## config.mk

```make
export PLATFORM = sky130hd
export DESIGN_NAME = download_ddr_packer_flat
export DESIGN_NICKNAME = d
export VERILOG_FILES = /design/src/rtl/download_ddr_packer_pkg.sv /design/src/rtl/download_ddr_packer_if.sv /design/src/rtl/download_ddr_packer_beat_buffer.sv /design/src/rtl/download_ddr_packer.sv /design/src/flat_wrapper.sv
export SDC_FILE = /design/constraint.sdc
export NUM_CORES = 1
export LEC_CHECK = 0
export BUFFER_PORTS_ARGS = -buffer_cell sky130_fd_sc_hd__buf_2
export CORE_MARGIN = 2
export CORE_UTILIZATION = 40
export CTS_CLUSTER_SIZE = 16
export DETAILED_ROUTE_END_ITERATION = 10
export PLACE_DENSITY = 0.63
export SLEW_MARGIN = 15
export SYNTH_ARGS = -nofsm -noshare
export SYNTH_HDL_FRONTEND = slang
export SYNTH_SLANG_ARGS = --single-unit
```

## constraint.sdc

```tcl
create_clock -name clock -period 9.28 [get_ports clock]
set_input_delay 0.928 -clock clock [delete_from_list [all_inputs] [get_ports clock]]
set_output_delay 0.928 -clock clock [all_outputs]
set_load 0.05 [all_outputs]
```

## src/rtl/download_ddr_packer_pkg.sv

```systemverilog
// rtl/download_ddr_packer_pkg.sv - shared types and helpers for the download-to-DDR packer
package cave_dl_pkg;

  localparam int LANES      = 4;
  localparam int BEAT_BYTES = 8;
  localparam int DDR_ADDR_W = 32;
  localparam int LINE_W     = DDR_ADDR_W - $clog2(BEAT_BYTES);

  typedef enum logic [1:0] {IDLE, ACTIVE, DRAIN} state_t;

  typedef struct packed {
    logic [63:0]       data;
    logic [7:0]        mask;
    logic [LINE_W-1:0] line;
  } beat_t;

  function automatic logic [7:0] lane_mask(input logic [1:0] lane);
    return 8'b0000_0011 << {lane, 1'b0};
  endfunction

  function automatic logic [63:0] expand_mask(input logic [7:0] m);
    logic [63:0] r;
    r = '0;
    for (int i = 0; i < BEAT_BYTES; i++) r[8*i +: 8] = {8{m[i]}};
    return r;
  endfunction

endpackage

```

## src/rtl/download_ddr_packer_if.sv

```systemverilog
// rtl/download_ddr_packer_if.sv - ioctl download side and DDR write side of the packer
interface download_ddr_packer_if #(
  parameter int ADDR_WIDTH = 25
);
  logic                  dl_cs;
  logic                  dl_wr;
  logic [ADDR_WIDTH-1:0] dl_addr;
  logic [15:0]           dl_dout;
  logic                  dl_wait;
  logic                  ddr_wr;
  logic [31:0]           ddr_addr;
  logic [63:0]           ddr_din;
  logic [7:0]            ddr_mask;
  logic [7:0]            ddr_burstLength;
  logic                  ddr_waitReq;
  logic                  done;
  logic                  overflow;

  modport slave (
    input  dl_cs, dl_wr, dl_addr, dl_dout, ddr_waitReq,
    output dl_wait, ddr_wr, ddr_addr, ddr_din, ddr_mask, ddr_burstLength, done, overflow
  );

  modport master (
    output dl_cs, dl_wr, dl_addr, dl_dout, ddr_waitReq,
    input  dl_wait, ddr_wr, ddr_addr, ddr_din, ddr_mask, ddr_burstLength, done, overflow
  );
endinterface

```

## src/rtl/download_ddr_packer_beat_buffer.sv

```systemverilog
// rtl/download_ddr_packer_beat_buffer.sv - single-entry Avalon write holder
module dl_beat_buffer (
  input  logic        clk,
  input  logic        rst_n,
  input  logic        clear_i,
  input  logic        load_i,
  input  logic [63:0] data_i,
  input  logic [7:0]  mask_i,
  input  logic [31:0] addr_i,
  input  logic        wait_req_i,
  output logic        valid_o,
  output logic        accept_o,
  output logic [63:0] data_o,
  output logic [7:0]  mask_o,
  output logic [31:0] addr_o
);
  logic        valid_q;
  logic [63:0] data_q;
  logic [7:0]  mask_q;
  logic [31:0] addr_q;

  assign accept_o = valid_q & ~wait_req_i;

  always_ff @(posedge clk or negedge rst_n) begin
    if (!rst_n) begin
      valid_q <= 1'b0;
      data_q  <= '0;
      mask_q  <= '0;
      addr_q  <= '0;
    end else if (clear_i) begin
      valid_q <= 1'b0;
      data_q  <= '0;
      mask_q  <= '0;
      addr_q  <= '0;
    end else if (load_i) begin
      valid_q <= 1'b1;
      data_q  <= data_i;
      mask_q  <= mask_i;
      addr_q  <= addr_i;
    end else if (accept_o) begin
      valid_q <= 1'b0;
    end
  end

  assign valid_o = valid_q;
  assign data_o  = data_q;
  assign mask_o  = mask_q;
  assign addr_o  = addr_q;
endmodule

```

## src/rtl/download_ddr_packer.sv

```systemverilog
// rtl/download_ddr_packer.sv - packs 16-bit ioctl words into masked 64-bit DDR beats
module download_ddr_packer
  import cave_dl_pkg::*;
#(
  parameter logic [31:0] BASE_ADDR  = 32'h0000_0000,
  parameter int          ADDR_WIDTH = 25
) (
  input logic                  clock,
  input logic                  reset_n,
  download_ddr_packer_if.slave bus
);
  state_t state_q, state_d;
  beat_t  fill_q, fill_d, cur, word, load_beat;
  logic   fill_full_q, fill_full_d;
  logic   cs_q, dl_wait_q, dl_wait_d, done_q, done_d, overflow_q, overflow_d;
  logic   load, out_clear, out_valid, out_accept, out_valid_d, complete;
  logic   cs_rise, cs_fall, same_line, fits, accept_word, drop, line_change;
  logic [$clog2(LANES)-1:0] lane;
  logic   unused_addr_bit;

  assign unused_addr_bit = bus.dl_addr[0];
  assign lane            = bus.dl_addr[2:1];
  assign word.data       = 64'(bus.dl_dout) << {lane, 4'b0000};
  assign word.mask       = lane_mask(lane);
  assign word.line       = LINE_W'(bus.dl_addr[ADDR_WIDTH-1:3]);

  assign cs_rise     = bus.dl_cs & ~cs_q;
  assign cs_fall     = ~bus.dl_cs & cs_q;
  assign same_line   = (fill_q.line == word.line);
  // While stalled, a word is still taken if it lands in the open, non-full fill.
  assign fits        = ~fill_full_q & ((fill_q.mask == 8'd0) | same_line);
  assign accept_word = bus.dl_wr & (state_q == ACTIVE) & (~dl_wait_q | fits);
  assign drop        = bus.dl_wr & (state_q == ACTIVE) & ~accept_word;
  assign line_change = accept_word & (fill_q.mask != 8'd0) & ~same_line;

  always_comb begin
    state_d     = state_q;
    fill_d      = fill_q;
    fill_full_d = fill_full_q;
    cur         = fill_q;
    load        = 1'b0;
    load_beat   = fill_q;
    out_clear   = 1'b0;
    complete    = 1'b0;
    done_d      = 1'b0;
    case (state_q)
      IDLE: begin
        if (cs_rise) begin
          state_d     = ACTIVE;
          fill_d      = '0;
          fill_full_d = 1'b0;
          out_clear   = 1'b1;
        end
      end
      default: begin
        // A held full fill waits a whole cycle of empty out before moving in.
        if (fill_full_q) begin
          if (!out_valid) begin
            load        = 1'b1;
            fill_d      = '0;
            fill_full_d = 1'b0;
          end
        end else begin
          if (accept_word) begin
            if (line_change) begin
              load = 1'b1;
              cur  = word;
            end else if (fill_q.mask == 8'd0) begin
              cur = word;
            end else begin
              cur.data = (fill_q.data & ~expand_mask(word.mask)) | word.data;
              cur.mask = fill_q.mask | word.mask;
            end
            complete = (lane == 2'd3);
          end
          if ((state_q == ACTIVE) && cs_fall && (cur.mask != 8'd0)) complete = 1'b1;
          if (complete && !load && (!out_valid || out_accept)) begin
            load      = 1'b1;
            load_beat = cur;
            fill_d    = '0;
          end else begin
            fill_d      = cur;
            fill_full_d = complete;
          end
        end
      end
    endcase

    out_valid_d = ~out_clear & (load | (out_valid & ~out_accept));

    if ((state_q == ACTIVE) && cs_fall) begin
      if ((fill_d.mask == 8'd0) && !out_valid_d) begin
        state_d = IDLE;
        done_d  = 1'b1;
      end else begin
        state_d = DRAIN;
      end
    end
    if ((state_q == DRAIN) && (fill_q.mask == 8'd0) && !out_valid) begin
      state_d = IDLE;
      done_d  = 1'b1;
    end

    dl_wait_d  = out_valid_d | fill_full_d;
    overflow_d = overflow_q | drop;
  end

  always_ff @(posedge clock or negedge reset_n) begin
    if (!reset_n) begin
      state_q     <= IDLE;
      fill_q      <= '0;
      fill_full_q <= 1'b0;
      cs_q        <= 1'b0;
      dl_wait_q   <= 1'b0;
      done_q      <= 1'b0;
      overflow_q  <= 1'b0;
    end else begin
      state_q     <= state_d;
      fill_q      <= fill_d;
      fill_full_q <= fill_full_d;
      cs_q        <= bus.dl_cs;
      dl_wait_q   <= dl_wait_d;
      done_q      <= done_d;
      overflow_q  <= overflow_d;
    end
  end

  dl_beat_buffer u_out (
    .clk        (clock),
    .rst_n      (reset_n),
    .clear_i    (out_clear),
    .load_i     (load),
    .data_i     (load_beat.data),
    .mask_i     (load_beat.mask),
    .addr_i     (BASE_ADDR + {load_beat.line, 3'b000}),
    .wait_req_i (bus.ddr_waitReq),
    .valid_o    (out_valid),
    .accept_o   (out_accept),
    .data_o     (bus.ddr_din),
    .mask_o     (bus.ddr_mask),
    .addr_o     (bus.ddr_addr)
  );

  assign bus.ddr_wr          = out_valid;
  assign bus.ddr_burstLength = 8'd1;
  assign bus.dl_wait         = dl_wait_q;
  assign bus.done            = done_q;
  assign bus.overflow        = overflow_q;
endmodule

```

## src/flat_wrapper.sv

```systemverilog
// flat-port wrapper written by rule: the top's interface ports become plain ports
module download_ddr_packer_flat import cave_dl_pkg::*;
#(
  parameter logic [31:0] BASE_ADDR  = 32'h0000_0000,
  parameter int          ADDR_WIDTH = 25
)
  (clock, reset_n, bus_dl_cs, bus_dl_wr, bus_dl_addr, bus_dl_dout, bus_ddr_waitReq, bus_dl_wait, bus_ddr_wr, bus_ddr_addr, bus_ddr_din, bus_ddr_mask, bus_ddr_burstLength, bus_done, bus_overflow);
  download_ddr_packer_if #(.ADDR_WIDTH(ADDR_WIDTH)) bus_i ();
  input logic clock;
  input logic reset_n;
  input wire logic [$bits(bus_i.dl_cs)-1:0] bus_dl_cs;
  input wire logic [$bits(bus_i.dl_wr)-1:0] bus_dl_wr;
  input wire logic [$bits(bus_i.dl_addr)-1:0] bus_dl_addr;
  input wire logic [$bits(bus_i.dl_dout)-1:0] bus_dl_dout;
  input wire logic [$bits(bus_i.ddr_waitReq)-1:0] bus_ddr_waitReq;
  output wire logic [$bits(bus_i.dl_wait)-1:0] bus_dl_wait;
  output wire logic [$bits(bus_i.ddr_wr)-1:0] bus_ddr_wr;
  output wire logic [$bits(bus_i.ddr_addr)-1:0] bus_ddr_addr;
  output wire logic [$bits(bus_i.ddr_din)-1:0] bus_ddr_din;
  output wire logic [$bits(bus_i.ddr_mask)-1:0] bus_ddr_mask;
  output wire logic [$bits(bus_i.ddr_burstLength)-1:0] bus_ddr_burstLength;
  output wire logic [$bits(bus_i.done)-1:0] bus_done;
  output wire logic [$bits(bus_i.overflow)-1:0] bus_overflow;
  assign bus_i.dl_cs = bus_dl_cs;
  assign bus_i.dl_wr = bus_dl_wr;
  assign bus_i.dl_addr = bus_dl_addr;
  assign bus_i.dl_dout = bus_dl_dout;
  assign bus_i.ddr_waitReq = bus_ddr_waitReq;
  assign bus_dl_wait = bus_i.dl_wait;
  assign bus_ddr_wr = bus_i.ddr_wr;
  assign bus_ddr_addr = bus_i.ddr_addr;
  assign bus_ddr_din = bus_i.ddr_din;
  assign bus_ddr_mask = bus_i.ddr_mask;
  assign bus_ddr_burstLength = bus_i.ddr_burstLength;
  assign bus_done = bus_i.done;
  assign bus_overflow = bus_i.overflow;
  download_ddr_packer #(.BASE_ADDR(BASE_ADDR), .ADDR_WIDTH(ADDR_WIDTH)) u_core (.clock(clock), .reset_n(reset_n), .bus(bus_i));
endmodule
```

==> results of run 1 <==
[placed cells by master (no fill, tap or decap), types with 2 or more instances in the layout]
| master | synthesis | layout |
|---|---|---|
| dfrtp_1 | 210 | 210 |
| buf_2 | 13 | 148 |
| a22o_1 | 103 | 103 |
| and2_1 | 40 | 40 |
| nand2_1 | 37 | 37 |
| a221o_1 | 32 | 32 |
| o21ai_0 | 26 | 25 |
| a21o_1 | 25 | 25 |
| o21ai_1 | 25 | 24 |
| mux2i_1 | 23 | 23 |
| clkbuf_16 | 0 | 23 |
| inv_1 | 19 | 19 |
| a21oi_1 | 15 | 15 |
| a22oi_1 | 15 | 15 |
| buf_4 | 12 | 15 |
| xor2_1 | 12 | 12 |
| nor3_1 | 11 | 11 |
| conb_1 | 2 | 11 |
| xnor2_1 | 10 | 10 |
| nor2_1 | 9 | 9 |
| clkbuf_1 | 30 | 8 |
| a32o_1 | 7 | 7 |
| clkbuf_8 | 0 | 7 |
| nor4_1 | 5 | 5 |
| or3_1 | 5 | 5 |
| nor4_4 | 3 | 4 |
| nand2b_1 | 4 | 4 |
| nand4_1 | 3 | 3 |
| nor3_4 | 3 | 3 |
| clkinv_2 | 0 | 3 |
| and3_1 | 2 | 2 |
| nand3b_1 | 2 | 2 |
| or4_4 | 2 | 2 |
| o211a_1 | 2 | 2 |
| nand3_1 | 2 | 2 |
| nor2_4 | 2 | 2 |
| a2bb2oi_1 | 2 | 2 |
[final timing paths]
kind,start,endpoint,depth (start not counted)
max,u_core.fill_q[32]$_DFF_PN0_,u_core.u_out.data_o[47]$_DFFE_PN0P_,10
min in group asynchronous,reset_n,u_core.u_out.addr_o[9]$_DFFE_PN0P_,1
min,u_core.fill_q[91]$_DFFE_PN0P_,u_core.u_out.data_o[54]$_DFFE_PN0P_,1
max reg2reg,u_core.fill_q[32]$_DFF_PN0_,u_core.u_out.data_o[47]$_DFFE_PN0P_,10
min reg2reg,u_core.fill_q[91]$_DFFE_PN0P_,u_core.u_out.data_o[54]$_DFFE_PN0P_,1
max in group asynchronous,reset_n,u_core.fill_full_q$_DFF_PN0_,2
[Yosys cell counts (all sizes together) (16+ instances only)]
library cell and count:
o21ai 51, mux2i 23, buf 42, a22o 103, a221o 32, a21o 25, and2 40, clkbuf 30
inv 19, nand2 37, dfrtp 210, a21oi 16
[power by group through the flow]
stage	combinational (mW)	sequential [mW]	clock (mW)
global placement	0.0611	0.933	0
detailed placement	0.0614	0.933	0
global route	0.0676	0.915	0.939
finish	0.0600	0.916	0.879
floorplan	0.0278	0.933	0
CTS	0.0615	0.916	0.898
[state kept, by name, summed over array words and instances, names as in the netlist, 2 cells and up]
register and flops:
u_core.state_q 2, u_core.u_out.data_o 64, u_core.u_out.mask_o 8, u_core.fill_q 101
u_core.u_out.addr_o 29
[metrics by stage]
step / util / setup WS (ns) / hold slack (ns) / cells
floorplan: - / 5.84 / 0.450 / 759
global placement: 0.445 / 4.75 / 0.456 / 1136
detailed placement: 0.445 / 4.73 / 0.460 / 1136
CTS: 0.477 / 5.10 / 0.473 / 1178
global route: 0.477 / 4.92 / 0.487 / 1178
finish: 0.477 / 5.05 / 0.474 / 1178
[logic make-up (layout without fill, tap and decap cells)]
group	count (synthesis)	count (layout)	share of synthesized area
xor gates and xnor gates	22	22	0.0213
AOI/OAI and AO/OA	264	264	0.231
other	2	11	0.000829
buffers and inverters	91	225	0.0478
muxes	23	23	0.0254
and+or+nand+nor	138	138	0.0938
DFF	210	210	0.580
[cell type report]
cell class	count	area [µm²]	share of cell area
inverter	19	71.3	0.00666
multi-input combinational	458	3430	0.320
tap	285	357	0.0333
clock inverter	5	42.5	0.00397
timing repair buffer	164	867	0.0810
clock buffer	37	688	0.0643
sequential	210	5260	0.491
[layer usage]
layer / share of wire / vias up
li1: - / 3001
met1: 0.46 / 3277
met2: 0.46 / 214
met3: 0.068 / 15
met4: 0.0096 / 0
met5: 0 / -
[critical path: cells and delay by family (launching register included)]
| family | cells | cell delay, ns |
|---|---|---|
| flip-flops | 1 | 0.41 |
| AND/OR/NAND/NOR | 3 | 1.79 |
| buffers and inverters | 2 | 0.69 |
| AO/OA/AOI/OAI | 5 | 1.18 |
==> impl_metrics.json, run 1 <==
{
  "status": "completed",
  "root_buffer": "clkbuf_16",
  "slew_headroom": 0.230,
  "worstSetupStartpointType": "flop",
  "die_w_um": 154,
  "max_cap_violations": 0,
  "worst_pin_slew_ns": 1.15,
  "power_mw": 1.85,
  "drc": 0,
  "final_area_um2": 10700,
  "hold_buffers": 0,
  "io-pin-count": 162,
  "crit_type": "flop to flop",
  "synth_area_um2": 9060,
  "rsz0062_at_grt": "no",
  "synth_edf_count": 0,
  "yosys_warnings": 0,
  "cp.arrival_ns": 4.62,
  "grt_pass1_vias": 6563,
  "combinationalPowerShare": 0.032,
  "place_area_um2": 9980,
  "yosysSeqAreaShare": 0.580,
  "use_met1": 0.291,
  "p_seq_frac": 0.494,
  "cpMaxStageDelayCell": "or2_1",
  "insertion_delay_ns": 0.52,
  "die_height_um": 154,
  "synth_area_leader_cell": "dfrtp_1",
  "fin_nets": 922,
  "num_rows": 55,
  "async_reset_ff_frac": 1.00,
  "drtAntennaViolNets": 0,
  "p_sw_mw": 0.416,
  "fin_worst_skew_ns": 0.0241,
  "p_clk_frac": 0.474,
  "drt_iter0_drc": 431,
  "antenna_found_initial": 0,
  "cts_resized": 0,
  "path_clk_slew_ns": 0.06,
  "syn_avg_cell_area_um2": 12.1,
  "antenna_cells": 0,
  "vias": 6507,
  "synth_cells": 750,
  "synthTopCellsByArea": "dfrtp_1 (58%), a22o_1 (10%), a221o_1 (3.5%)",
  "worstPathCellList": "or4_4, or3_1, o211a_1, a31oi_4, o211a_1, or2_1, buf_4, a21oi_1, buf_4, a221o_1",
  "finalHoldViolCount": 0,
  "p_per_area_nw_per_um2": 173,
  "dieArea_um2": 23900,
  "cpPeakStageDelay_ns": 0.76,
  "fin_crit_sh": 0.456,
  "place_congestion": 0.822,
  "areaGrowthSynthToFinish_pct": 18.2,
  "hp-class": "flop to flop",
  "clock.fmax_mhz": 237,
  "cts_tree": "done",
  "use_met2": 0.313,
  "core_area_um2": 22400,
  "period_needed_ns": 4.23,
  "numPortBuffers": 149,
  "start_util": 0.404,
  "grt.total_usage": 0.200,
  "first_pass_iters": 5,
  "p_int_mw": 1.44,
  "switching_share": 0.224,
  "clkSinkCount": 210,
  "drive_above_1_share": 0.245,
  "grt_max_degree": 92,
  "r2r_setup_slack_ns": 5.05,
  "via_per_inst": 5.52,
  "path_max_fanout": 28,
  "tns_ns": 0,
  "cp.required_ns": 9.67,
  "cts_setup_buffers": 0,
  "ys.flop_type": "dfrtp_1",
  "hpwlAfterDp_um": 15000,
  "routed_wl_um": 23700,
  "fill_cells": 2060,
  "cellLeakagePower_nw": 5.74,
  "synth_cell_types": 55,
  "finalSetupViolCount": 0,
  "htreeDepth": 1,
  "top_usage_layer": "met2",
  "clock_path_buffers": 3,
  "slew_violations": 0,
  "routedWlPerCell_um": 20.1,
  "peakVddDrop_uv": 102,
  "cts-buffers-inserted": 23,
  "grt_overflow": 0,
  "use_met3": 0.0443,
  "ys_ff_latch": 210,
  "crit_path_end_kind": "flop",
  "yosys.area.top_type_share": 0.580,
  "grt_pass1_wl_um": 38000
}
Note: power is estimated with default switching activity, not from simulation.
==> inputs of run 2 (changes only) <==
ABC_AREA = 1   (was not set)
clock period = 4.25 ns   (was 9.28 ns; I/O delays follow)
==> run 2 against run 1 <==
  * Sequential power grew to 3.5 times the previous value
  * Largest power group is now combinational logic
  * Highest routed layer unchanged
  * Critical endpoint is now u_core.u_out.addr_o[29]$_DFFE_PN0P_
  * Wire length is 25% higher
  * Via count is 42% higher
  * Register-to-register slack worse by 4.6 ns
  * Critical path depth is 10 higher
==> impl_metrics.json, run 2 <==
{
  "yosys.area.top_type_share": 0.513,
  "use_met2": 0.362,
  "synth_commonest_cells": "nand2_1 (311), dfrtp_1 (210), o21ai_0 (116)",
  "core_area_um2": 25200,
  "combinationalPowerShare": 0.497,
  "cts_setup_buffers": 0,
  "hold_buffers": 0,
  "dieArea_um2": 26900,
  "cpPeakStageDelay_ns": 0.53,
  "numPortBuffers": 149,
  "worstSetupStartpointType": "flop",
  "synth_area_leader_cell": "dfrtp_1",
  "layout_common_cells": "nand2_1 (310), dfrtp_1 (210), buf_2 (148)",
  "syn_avg_cell_area_um2": 8.12,
  "routed_wl_um": 29600,
  "yosysSeqAreaShare": 0.513,
  "tns_ns": 0,
  "fill_cells": 2509,
  "num_rows": 58,
  "switching_share": 0.499,
  "cts-buffers-inserted": 25,
  "grt_max_degree": 107,
  "drive_above_1_share": 0.169,
  "clkSinkCount": 210,
  "yosys_warnings": 0,
  "routedWlPerCell_um": 17.3,
  "via_per_inst": 5.41,
  "cpMaxStageDelayCell": "nor2_1",
  "hp-class": "input port to async pin",
  "setup_slack_ns": 0.483,
  "areaGrowthSynthToFinish_pct": 17.3,
  "fin_worst_skew_ns": 0.0159,
  "antenna_found_initial": 1,
  "largest_reg_flops": 101,
  "clock_path_buffers": 3,
  "place_congestion": 0.794,
  "place_area_um2": 11200,
  "fin_nets": 1412,
  "io-pin-count": 162,
  "synth_area_um2": 10200,
  "hpwlAfterDp_um": 18300,
  "die_w_um": 164,
  "synthTopCellsByArea": "dfrtp_1 (51%), nand2_1 (11%), o21ai_0 (5.7%)",
  "p_per_area_nw_per_um2": 895,
  "top_register": "u_core.fill_q",
  "ys.flop_type": "dfrtp_1",
  "cellLeakagePower_nw": 6.25,
  "p_seq_frac": 0.303,
  "drtAntennaViolNets": 0,
  "use_met1": 0.301,
  "slew_violations": 0,
  "final_area_um2": 12000,
  "vias": 9270,
  "synth_cells": 1261,
  "insertion_delay_ns": 0.53,
  "finalHoldViolCount": 0,
  "cts_resized": 0,
  "die_height_um": 164,
  "p_sw_mw": 5.37,
  "drt_iter0_drc": 853,
  "grt_pass1_wl_um": 47400,
  "use_met3": 0.0432,
  "final_common_cell": "nand2_1",
  "antenna_cells": 0,
  "r2r_setup_slack_ns": 0.48,
  "rsz0062_at_grt": "no",
  "grt_pass1_vias": 8837,
  "multi_input_area_um2": 4210,
  "crit_path_frequent_cell": "nand2_1",
  "async_reset_ff_frac": 1.00,
  "synth.most_common_cell": "nand2_1",
  "finalNonFillerCells": 1713,
  "worst_pin_slew_ns": 1.08,
  "crit_type": "flop to flop",
  "root_buffer": "clkbuf_16",
  "synth_cell_types": 31,
  "first_pass_iters": 5,
  "ys_ff_latch": 210,
  "cp.arrival_ns": 4.15,
  "regArea_um2": 5260,
  "grt_overflow": 0,
  "drc": 0,
  "status": "completed",
  "finalSetupViolCount": 0,
  "worstPathCellList": "inv_1, nand3_1, nor2_1, nand2_1, nor2_1, nand3_1, nand2_1, nand2_1, a21oi_4, nand2_1, nand3_1, nor2_1, nand2_1, nand2_1, nand2_1, nand2_2, nor2_4, inv_1, nor2_1, o31ai_1",
  "crit_path_end_kind": "flop",
  "max_cap_violations": 0,
  "cts_tree": "done",
  "dpl.cell_count": 1669,
  "top_usage_layer": "met2",
  "path_max_fanout": 13,
  "p_clk_frac": 0.200,
  "path_clk_slew_ns": 0.06,
  "fin_crit_sh": 0.886,
  "htreeDepth": 1,
  "cp.required_ns": 4.63,
  "slew_headroom": 0.277,
  "peakVddDrop_uv": 488,
  "place_ws_ns": 0.409,
  "start_util": 0.406,
  "synth_edf_count": 0,
  "p_int_mw": 5.38,
  "grt.total_usage": 0.221,
  "period_needed_ns": 3.77,
  "clock.fmax_mhz": 265
}
run 2: critical path: cells and delay by family (launching register included):
family	cells	cell delay, ns
AOI/OAI and AO/OA	2	0.43
buffers and inverters	2	0.36
DFF	1	0.36
and+or+nand+nor	16	2.45
run 2: worst paths after layout:
kind	from	endpoint	depth (start not counted)
min in group clock	bus_dl_cs	u_core.cs_q$_DFF_PN0_	1
worst min register to register	u_core.bus.overflow$_DFF_PN0_	u_core.bus.overflow$_DFF_PN0_	1
max in group asynchronous	reset_n	u_core.u_out.valid_o$_DFFE_PN0P_	2
worst max-delay path	u_core.fill_q[27]$_DFFE_PN0P_	u_core.u_out.addr_o[29]$_DFFE_PN0P_	20
worst min-delay path	reset_n	u_core.u_out.addr_o[14]$_DFFE_PN0P_	1
worst max register to register	u_core.fill_q[27]$_DFFE_PN0P_	u_core.u_out.addr_o[29]$_DFFE_PN0P_	20
run 2: per-stage QoR:
| step | hold WS (ns) | util | power (mW) |
|---|---|---|---|
| after floorplan | 0.129 | - | 7.24 |
| after global placement | 0.459 | 0.444 | 8.54 |
| after detailed placement | 0.462 | 0.444 | 8.63 |
| after CTS | 0.0364 | 0.477 | 10.8 |
| after global routing | 0.0527 | 0.477 | 11.5 |
| final | 0.0199 | 0.477 | 10.7 |
run 2: cell type report:
type / instances / area share
sequential: 210 / 0.438
multi-input combinational: 868 / 0.351
tap: 330 / 0.0344
timing repair buffer: 162 / 0.0772
inverter: 99 / 0.0310
clock buffer: 37 / 0.0634
clock inverter: 7 / 0.00552
run 2: cell families (layout without fill, tap and decap cells):
logic type,Yosys count,in the layout,synth area share
AOI/OAI and AO/OA,377,377,0.212
xor gates and xnor gates,1,1,0.000856
buffers and inverters,192,305,0.0813
DFF,210,210,0.513
other,2,11,0.000734
and+or+nand+nor,479,479,0.191
run 2: power groups by stage:
stage | Combinational [mW] | Sequential [mW] | Clock [mW]
after floorplan | 2.50 | 4.74 | 0
after global placement | 5.29 | 3.24 | 0
after detailed placement | 5.35 | 3.27 | 0
after CTS | 5.37 | 3.25 | 2.19
after global routing | 5.86 | 3.34 | 2.26
final | 5.34 | 3.25 | 2.15
run 2: per-layer routing:
layer  wire, µm  up-vias
li1           -     4481
met1      13200     4468
met2      13700      280
met3       2030       41
met4        681        0
met5          0        -
